$ cat config.mk
export PLATFORM = sky130hd
export DESIGN_NAME = hazard_ctrl_flat
export DESIGN_NICKNAME = d
export VERILOG_FILES = /design/src/rtl/hazard_ctrl_if.sv /design/src/rtl/hazard_ctrl.sv /design/src/flat_wrapper.sv
export SDC_FILE = /design/constraint.sdc
export NUM_CORES = 1
export LEC_CHECK = 0
export ABC_AREA = 1
export BUFFER_PORTS_ARGS = -buffer_cell sky130_fd_sc_hd__buf_2
export CAP_MARGIN = 20
export CORE_MARGIN = 2
export CORE_UTILIZATION = 37
export CTS_BUF_LIST = sky130_fd_sc_hd__clkbuf_16
export DETAILED_ROUTE_END_ITERATION = 6
export GPL_ROUTABILITY_DRIVEN = 1
export REMOVE_ABC_BUFFERS = 1
export SETUP_SLACK_MARGIN = 0.05
export SLEW_MARGIN = 30
export SYNTH_ARGS = -nofsm -noshare
export SYNTH_HDL_FRONTEND = slang
export SYNTH_SLANG_ARGS = --single-unit
$ cat constraint.sdc
create_clock -name clk -period 5.75 [get_ports clk]
set_input_delay 1.4375 -clock clk [delete_from_list [all_inputs] [get_ports clk]]
set_output_delay 1.4375 -clock clk [all_outputs]
set_load 0.05 [all_outputs]
$ cat src/rtl/hazard_ctrl_if.sv
// Pipeline-to-hazard-controller bundle: ID/EX/MEM/WB operand info in, stall/flush/forward controls out.
// Latency: pure wiring, no storage.
// Backpressure: none; the stall/flush outputs are the pipeline's backpressure.
//
// Signals
//   id_*          : instruction in ID (valid, sources, which sources are read)
//   ex_*          : instruction in EX (sources, dest, write enable, load flag, taken redirect)
//   mem_*, wb_*   : older producers for forwarding
//   stall_*, flush_*, fwd_*_sel, *_cnt : controller outputs
interface hazard_ctrl_if #(
    parameter int CNT_W = 32
);
    logic             id_valid;
    logic [4:0]       id_rs1;
    logic [4:0]       id_rs2;
    logic             id_use_rs1;
    logic             id_use_rs2;
    logic [4:0]       ex_rs1;
    logic [4:0]       ex_rs2;
    logic [4:0]       ex_rd;
    logic             ex_rf_we;
    logic             ex_is_load;
    logic             ex_br_taken;
    logic [4:0]       mem_rd;
    logic             mem_rf_we;
    logic             mem_is_load;
    logic [4:0]       wb_rd;
    logic             wb_rf_we;
    logic             stall_pc;
    logic             stall_if_id;
    logic             flush_if_id;
    logic             flush_id_ex;
    logic [1:0]       fwd_rs1_sel;
    logic [1:0]       fwd_rs2_sel;
    logic [CNT_W-1:0] stall_cnt;
    logic [CNT_W-1:0] flush_cnt;

    // Pipeline side: supplies stage info, consumes controls.
    modport master (
        output id_valid, id_rs1, id_rs2, id_use_rs1, id_use_rs2,
        output ex_rs1, ex_rs2, ex_rd, ex_rf_we, ex_is_load, ex_br_taken,
        output mem_rd, mem_rf_we, mem_is_load, wb_rd, wb_rf_we,
        input  stall_pc, stall_if_id, flush_if_id, flush_id_ex,
        input  fwd_rs1_sel, fwd_rs2_sel, stall_cnt, flush_cnt
    );

    // Hazard controller side.
    modport slave (
        input  id_valid, id_rs1, id_rs2, id_use_rs1, id_use_rs2,
        input  ex_rs1, ex_rs2, ex_rd, ex_rf_we, ex_is_load, ex_br_taken,
        input  mem_rd, mem_rf_we, mem_is_load, wb_rd, wb_rf_we,
        output stall_pc, stall_if_id, flush_if_id, flush_id_ex,
        output fwd_rs1_sel, fwd_rs2_sel, stall_cnt, flush_cnt
    );
endinterface

$ cat src/rtl/hazard_ctrl.sv
// Hazard controller for the 5-stage BRAM pipeline: load-use stalls, redirect flushes, EX forwarding, perf counters.
// Latency: controls are combinational in the hazard cycle; stall lasts MEM_LAT cycles, flush_if_id IMEM_LAT+1 cycles.
// Backpressure: stall_pc/stall_if_id hold the front end; flush_* insert bubbles; redirect overrides stall.
//
// Ports
//   clk  : clock
//   rstn : asynchronous active-low reset; forces FSM to RUN and all outputs to 0
//   hz   : hazard_ctrl_if.slave bundle (stage info in, stall/flush/forward/counters out)
module hazard_ctrl #(
    parameter int MEM_LAT  = 1,
    parameter int IMEM_LAT = 1,
    parameter int CNT_W    = 32
) (
    input  logic         clk,
    input  logic         rstn,
    hazard_ctrl_if.slave hz
);
    typedef enum logic [1:0] {RUN, LU_STALL, REDIRECT} state_t;

    localparam logic [1:0] LP_LU_CNT = 2'(MEM_LAT - 1);
    localparam logic [1:0] LP_RD_CNT = 2'(IMEM_LAT);

    state_t           r_state;
    state_t           w_nxt_state;
    logic [1:0]       r_cnt;
    logic [1:0]       w_nxt_cnt;
    logic             w_lu_hit;
    logic             w_stall;
    logic             w_flush_if_id;
    logic             w_flush_id_ex;
    logic [1:0]       w_fwd1;
    logic [1:0]       w_fwd2;
    logic [CNT_W-1:0] r_stall_cnt;
    logic [CNT_W-1:0] r_flush_cnt;

    // Youngest non-load producer in MEM beats WB; x0 is never forwarded.
    function automatic logic [1:0] fwd_sel(input logic [4:0] r,
                                           input logic [4:0] m_rd, input logic m_we, input logic m_ld,
                                           input logic [4:0] w_rd, input logic w_we);
        if (r == 5'd0)                      return 2'd0;
        else if (m_we && !m_ld && m_rd == r) return 2'd1;
        else if (w_we && w_rd == r)         return 2'd2;
        else                                return 2'd0;
    endfunction

    assign w_lu_hit = hz.id_valid && hz.ex_is_load && hz.ex_rf_we && (hz.ex_rd != 5'd0) &&
                      ((hz.id_use_rs1 && hz.id_rs1 == hz.ex_rd) ||
                       (hz.id_use_rs2 && hz.id_rs2 == hz.ex_rd));

    always_comb begin
        w_nxt_state   = r_state;
        w_nxt_cnt     = r_cnt;
        w_stall       = 1'b0;
        w_flush_if_id = 1'b0;
        w_flush_id_ex = 1'b0;
        case (r_state)
            RUN, LU_STALL: begin
                if (hz.ex_br_taken) begin
                    // A redirect kills the ID instruction, so any stall is moot.
                    w_flush_if_id = 1'b1;
                    w_flush_id_ex = 1'b1;
                    w_nxt_cnt     = LP_RD_CNT;
                    w_nxt_state   = REDIRECT;
                end else if (r_state == LU_STALL) begin
                    w_stall       = 1'b1;
                    w_flush_id_ex = 1'b1;
                    w_nxt_cnt     = r_cnt - 2'd1;
                    if (r_cnt <= 2'd1) w_nxt_state = RUN;
                end else if (w_lu_hit) begin
                    w_stall       = 1'b1;
                    w_flush_id_ex = 1'b1;
                    w_nxt_cnt     = LP_LU_CNT;
                    w_nxt_state   = (LP_LU_CNT != 2'd0) ? LU_STALL : RUN;
                end
            end
            REDIRECT: begin
                // Load-use in ID is irrelevant: that instruction is being flushed.
                w_flush_if_id = 1'b1;
                if (hz.ex_br_taken) begin
                    w_flush_id_ex = 1'b1;
                    w_nxt_cnt     = LP_RD_CNT;
                end else begin
                    w_nxt_cnt = r_cnt - 2'd1;
                    if (r_cnt <= 2'd1) w_nxt_state = RUN;
                end
            end
            default: begin
                w_nxt_state = RUN;
                w_nxt_cnt   = 2'd0;
            end
        endcase
    end

    always_ff @(posedge clk or negedge rstn) begin
        if (!rstn) begin
            r_state     <= RUN;
            r_cnt       <= 2'd0;
            r_stall_cnt <= '0;
            r_flush_cnt <= '0;
        end else begin
            r_state     <= w_nxt_state;
            r_cnt       <= w_nxt_cnt;
            r_stall_cnt <= r_stall_cnt + CNT_W'(w_stall);
            r_flush_cnt <= r_flush_cnt + CNT_W'(w_flush_if_id);
        end
    end

    assign w_fwd1 = fwd_sel(hz.ex_rs1, hz.mem_rd, hz.mem_rf_we, hz.mem_is_load, hz.wb_rd, hz.wb_rf_we);
    assign w_fwd2 = fwd_sel(hz.ex_rs2, hz.mem_rd, hz.mem_rf_we, hz.mem_is_load, hz.wb_rd, hz.wb_rf_we);

    // Combinational outputs are gated so reset drives every output to 0 immediately.
    assign hz.stall_pc    = rstn & w_stall;
    assign hz.stall_if_id = rstn & w_stall;
    assign hz.flush_if_id = rstn & w_flush_if_id;
    assign hz.flush_id_ex = rstn & w_flush_id_ex;
    assign hz.fwd_rs1_sel = rstn ? w_fwd1 : 2'd0;
    assign hz.fwd_rs2_sel = rstn ? w_fwd2 : 2'd0;
    assign hz.stall_cnt   = r_stall_cnt;
    assign hz.flush_cnt   = r_flush_cnt;
endmodule

$ cat src/flat_wrapper.sv
// flat-port wrapper written by rule: the top's interface ports become plain ports
module hazard_ctrl_flat 
#(
    parameter int MEM_LAT  = 1,
    parameter int IMEM_LAT = 1,
    parameter int CNT_W    = 32
)
  (clk, rstn, hz_id_valid, hz_id_rs1, hz_id_rs2, hz_id_use_rs1, hz_id_use_rs2, hz_ex_rs1, hz_ex_rs2, hz_ex_rd, hz_ex_rf_we, hz_ex_is_load, hz_ex_br_taken, hz_mem_rd, hz_mem_rf_we, hz_mem_is_load, hz_wb_rd, hz_wb_rf_we, hz_stall_pc, hz_stall_if_id, hz_flush_if_id, hz_flush_id_ex, hz_fwd_rs1_sel, hz_fwd_rs2_sel, hz_stall_cnt, hz_flush_cnt);
  hazard_ctrl_if #(.CNT_W(CNT_W)) hz_i ();
  input  logic clk;
  input  logic rstn;
  input wire logic [$bits(hz_i.id_valid)-1:0] hz_id_valid;
  input wire logic [$bits(hz_i.id_rs1)-1:0] hz_id_rs1;
  input wire logic [$bits(hz_i.id_rs2)-1:0] hz_id_rs2;
  input wire logic [$bits(hz_i.id_use_rs1)-1:0] hz_id_use_rs1;
  input wire logic [$bits(hz_i.id_use_rs2)-1:0] hz_id_use_rs2;
  input wire logic [$bits(hz_i.ex_rs1)-1:0] hz_ex_rs1;
  input wire logic [$bits(hz_i.ex_rs2)-1:0] hz_ex_rs2;
  input wire logic [$bits(hz_i.ex_rd)-1:0] hz_ex_rd;
  input wire logic [$bits(hz_i.ex_rf_we)-1:0] hz_ex_rf_we;
  input wire logic [$bits(hz_i.ex_is_load)-1:0] hz_ex_is_load;
  input wire logic [$bits(hz_i.ex_br_taken)-1:0] hz_ex_br_taken;
  input wire logic [$bits(hz_i.mem_rd)-1:0] hz_mem_rd;
  input wire logic [$bits(hz_i.mem_rf_we)-1:0] hz_mem_rf_we;
  input wire logic [$bits(hz_i.mem_is_load)-1:0] hz_mem_is_load;
  input wire logic [$bits(hz_i.wb_rd)-1:0] hz_wb_rd;
  input wire logic [$bits(hz_i.wb_rf_we)-1:0] hz_wb_rf_we;
  output wire logic [$bits(hz_i.stall_pc)-1:0] hz_stall_pc;
  output wire logic [$bits(hz_i.stall_if_id)-1:0] hz_stall_if_id;
  output wire logic [$bits(hz_i.flush_if_id)-1:0] hz_flush_if_id;
  output wire logic [$bits(hz_i.flush_id_ex)-1:0] hz_flush_id_ex;
  output wire logic [$bits(hz_i.fwd_rs1_sel)-1:0] hz_fwd_rs1_sel;
  output wire logic [$bits(hz_i.fwd_rs2_sel)-1:0] hz_fwd_rs2_sel;
  output wire logic [$bits(hz_i.stall_cnt)-1:0] hz_stall_cnt;
  output wire logic [$bits(hz_i.flush_cnt)-1:0] hz_flush_cnt;
  assign hz_i.id_valid = hz_id_valid;
  assign hz_i.id_rs1 = hz_id_rs1;
  assign hz_i.id_rs2 = hz_id_rs2;
  assign hz_i.id_use_rs1 = hz_id_use_rs1;
  assign hz_i.id_use_rs2 = hz_id_use_rs2;
  assign hz_i.ex_rs1 = hz_ex_rs1;
  assign hz_i.ex_rs2 = hz_ex_rs2;
  assign hz_i.ex_rd = hz_ex_rd;
  assign hz_i.ex_rf_we = hz_ex_rf_we;
  assign hz_i.ex_is_load = hz_ex_is_load;
  assign hz_i.ex_br_taken = hz_ex_br_taken;
  assign hz_i.mem_rd = hz_mem_rd;
  assign hz_i.mem_rf_we = hz_mem_rf_we;
  assign hz_i.mem_is_load = hz_mem_is_load;
  assign hz_i.wb_rd = hz_wb_rd;
  assign hz_i.wb_rf_we = hz_wb_rf_we;
  assign hz_stall_pc = hz_i.stall_pc;
  assign hz_stall_if_id = hz_i.stall_if_id;
  assign hz_flush_if_id = hz_i.flush_if_id;
  assign hz_flush_id_ex = hz_i.flush_id_ex;
  assign hz_fwd_rs1_sel = hz_i.fwd_rs1_sel;
  assign hz_fwd_rs2_sel = hz_i.fwd_rs2_sel;
  assign hz_stall_cnt = hz_i.stall_cnt;
  assign hz_flush_cnt = hz_i.flush_cnt;
  hazard_ctrl #(.MEM_LAT(MEM_LAT), .IMEM_LAT(IMEM_LAT), .CNT_W(CNT_W)) u_core (.clk(clk), .rstn(rstn), .hz(hz_i));
endmodule
==> flow_summary.ini <==
[status]
status = finished clean

[timing]
fin_worst_skew_ns = 0.00849
finalSetupViolations = 0
tightest_slew_ns = 0.506
whs_ns = 0.477
relSlewSlack_pct = 65.9
timing.fmax_mhz = 248
finalMaxSlewViolations = 0
hold_viol_final = 0
fin_crit_sh_pct = 70.2
fin_setup_tns_ns = 0
rsz0062_at_grt = false
period_needed_ns = 4.03

[layout]
fin_area_um2 = 5020
diodes = 0
stdcell_count = 753
layout_commonest_cell = nand2_1
fillers = 993
layout_common_cells = 118 x nand2_1, 117 x buf_2, 68 x dfrtp_1
syn_to_final_growth_pct = 27.3
drive_above_1_share_pct = 27.2
final_nets = 663

[die]
core_area_um2 = 10300
std_cell_rows = 37
die_y_um = 107
dieArea_um2 = 11500
die_x_um = 107
ioPinCount = 118
initial_utilization_pct = 38.2

[synthesis]
netlist-cell-type-count = 29
synthArstFlopShare_pct = 100
yosysSeqAreaShare_pct = 43.2
postSynthAreaPerCell_um2 = 8.16
synth_warnings = 0
synth_seq_cells = 68
netlist_area_um2 = 3940
synth_edf_count = 0
syn_inst = 483
synth_flop_cell = dfrtp_1

[detailed_routing]
drtAntennaViolNets = 0
vias = 3594
drt_iter0_drc = 193
drc = 0
met1Wirelength_um = 4430
highest_layer = met4
routed_wl_um = 9510
dr.pass1.iters = 6
via_per_inst = 4.77
post_drt_wl_per_cell_um = 12.6
dr_wl_met2_um = 4410
wl_met3_um = 501

[worst_setup_path]
crit_required_ns = 4.31
critPathArrivalTime_ns = 2.60
cpMaxStageDelayCell = buf_2
cp-start-kind = primary input
path_buf_inv = 2
path_max_fanout = 4
crit_family = simple AND/OR/NAND/NOR gates
cpMostUsedCell = buf_2
endpoint_kind = output pin
setup.worst_path.class = primary input to output pin
worstPathCellList = buf_2 > or2_2 > o2111ai_1 > nor2_1 > nor4_1 > buf_2
cpPeakStageDelay_ns = 0.33

[grt]
first_global_vias = 3526
grt_antenna_before_repair = 0
grt_overflow_total = 0
grt_pass1_wl_um = 16200
grt_max_degree = 69
grtUsageTotal_pct = 17.6

[clocking]
htreeDepth = 3
cts_buffers = 9
cts_hold_buf = 0
cts_tree = done
cts_repair_resize_count = 0
cts_sinks = 68
clock_latency_ns = 0.32
post_cts_buffers = 0
path_clk_slew_ns = 0.05
clockBufferDepth = 2
clock-root-buffer = clkbuf_16

[pwr]
leakagePower_uw = 0.00272
seqPwrFrac_pct = 40.6
p_comb_share_pct = 20.5
ir_drop_mv = 0.315
power.density_nw_per_um2 = 274
switching_share_pct = 33.1
intPower_uw = 921
power.clock.fraction_pct = 38.9
netSwitchingPower_uw = 455

[place]
dpl_cell_area_um2 = 4700
dpl.hpwl_um = 7460
gp_congestion = 0.917
dp_cells = 736
io_buffers = 117

[worst_hold_path]
hold_class = flip-flop to flip-flop

[job]
maxCapViolations = 0
worst reg2reg max path: cells and delay by family, from the launching register on:
family                     cells  cell delay, ns
and+or+nand+nor                8            1.08
DFF                            1            0.40
adders and majority gates      2            0.40
xor gates and xnor gates       1            0.15
buffers and inverters          2            0.14
registers in the layout, indices dropped and copies added (netlist names):
name                 cells
u_core.hz.flush_cnt     32
u_core.r_cnt             2
u_core.hz.stall_cnt     32
u_core.r_state           2
through the flow:
| step | setup WS (ns) | power [uW] | util (%) |
|---|---|---|---|
| after floorplan | 0.947 | 754 | - |
| after global placement | 1.76 | 844 | 45.5 |
| after detailed placement | 1.74 | 849 | 45.5 |
| after CTS | 1.73 | 1390 | 48.3 |
| after global routing | 1.58 | 1450 | 48.6 |
| final | 1.72 | 1380 | 48.6 |
cell usage after synthesis (2+ instances only):
cell type  instances  share of area (%)
a21oi_1            5               0.63
xor2_1            36                8.0
nor2_4             5                1.4
inv_1             66                6.3
nor3_2             2               0.51
nand4_1           19                3.0
nor3_1            15                1.9
inv_2              3               0.29
or2_2              3               0.48
nand3_1           15                1.9
o2111ai_1          2               0.44
dfrtp_1           68                 43
nand3_2            8                2.0
o22ai_1            3               0.48
nor2_1            53                5.0
ha_1               5                1.6
nor2_2             6               0.95
xnor2_1           28                6.2
nor4_1             9                1.4
a211oi_1           2               0.38
nand2_1          118                 11
nand2_2            5               0.79
cell families (layout without fill, tap and decap cells):
| kind of cell | after synthesis | after routing | synth area share, % |
|---|---|---|---|
| XOR/XNOR | 65 | 65 | 14.6 |
| adder cells (fa/ha/maj) | 5 | 5 | 1.59 |
| buffers and inverters | 70 | 204 | 6.76 |
| AND/OR/NAND/NOR | 261 | 261 | 31.6 |
| flip-flops | 68 | 68 | 43.2 |
| AO/OA/AOI/OAI | 14 | 14 | 2.25 |
metal layers:
layer,GRT usage (%),vias to the layer above
li1,-,1798
met1,23.2,1659
met2,28.7,123
met3,3.53,14
met4,6.03,0
met5,0,-
final cells by class:
cell class | count | area [um2] | share of cell area [%]
timing repair buffer | 119 | 621 | 12.4
tap | 136 | 170 | 3.39
sequential | 68 | 1700 | 33.9
inverter | 69 | 259 | 5.16
clock inverter | 7 | 66.3 | 1.32
multi-input combinational | 345 | 1970 | 39.4
clock buffer | 9 | 225 | 4.49
worst paths after layout:
check	cells past startpoint	slack, ns	to	startpoint
min	1	0.48	u_core.hz.stall_cnt[31]	u_core.hz.stall_cnt[31]
min in group asynchronous	2	1.21	u_core.hz.flush_cnt[8]	rstn
max reg2reg	13	3.47	u_core.hz.stall_cnt[28]	u_core.r_state[1]
min reg2reg	1	0.48	u_core.hz.stall_cnt[31]	u_core.hz.stall_cnt[31]
max in group asynchronous	3	4.01	u_core.r_state[0]	rstn
max	6	1.72	hz_fwd_rs1_sel[1]	hz_ex_rs1[0]
power groups by stage:
stage                     Clock, uW  Sequential, uW  Combinational, uW
final                           536             558                282
after detailed placement          0             566                283
after global routing            575             567                305
after floorplan                   0             669               85.0
after CTS                       551             558                283
after global placement            0             565                279
Power figures use the tool's default switching activity.
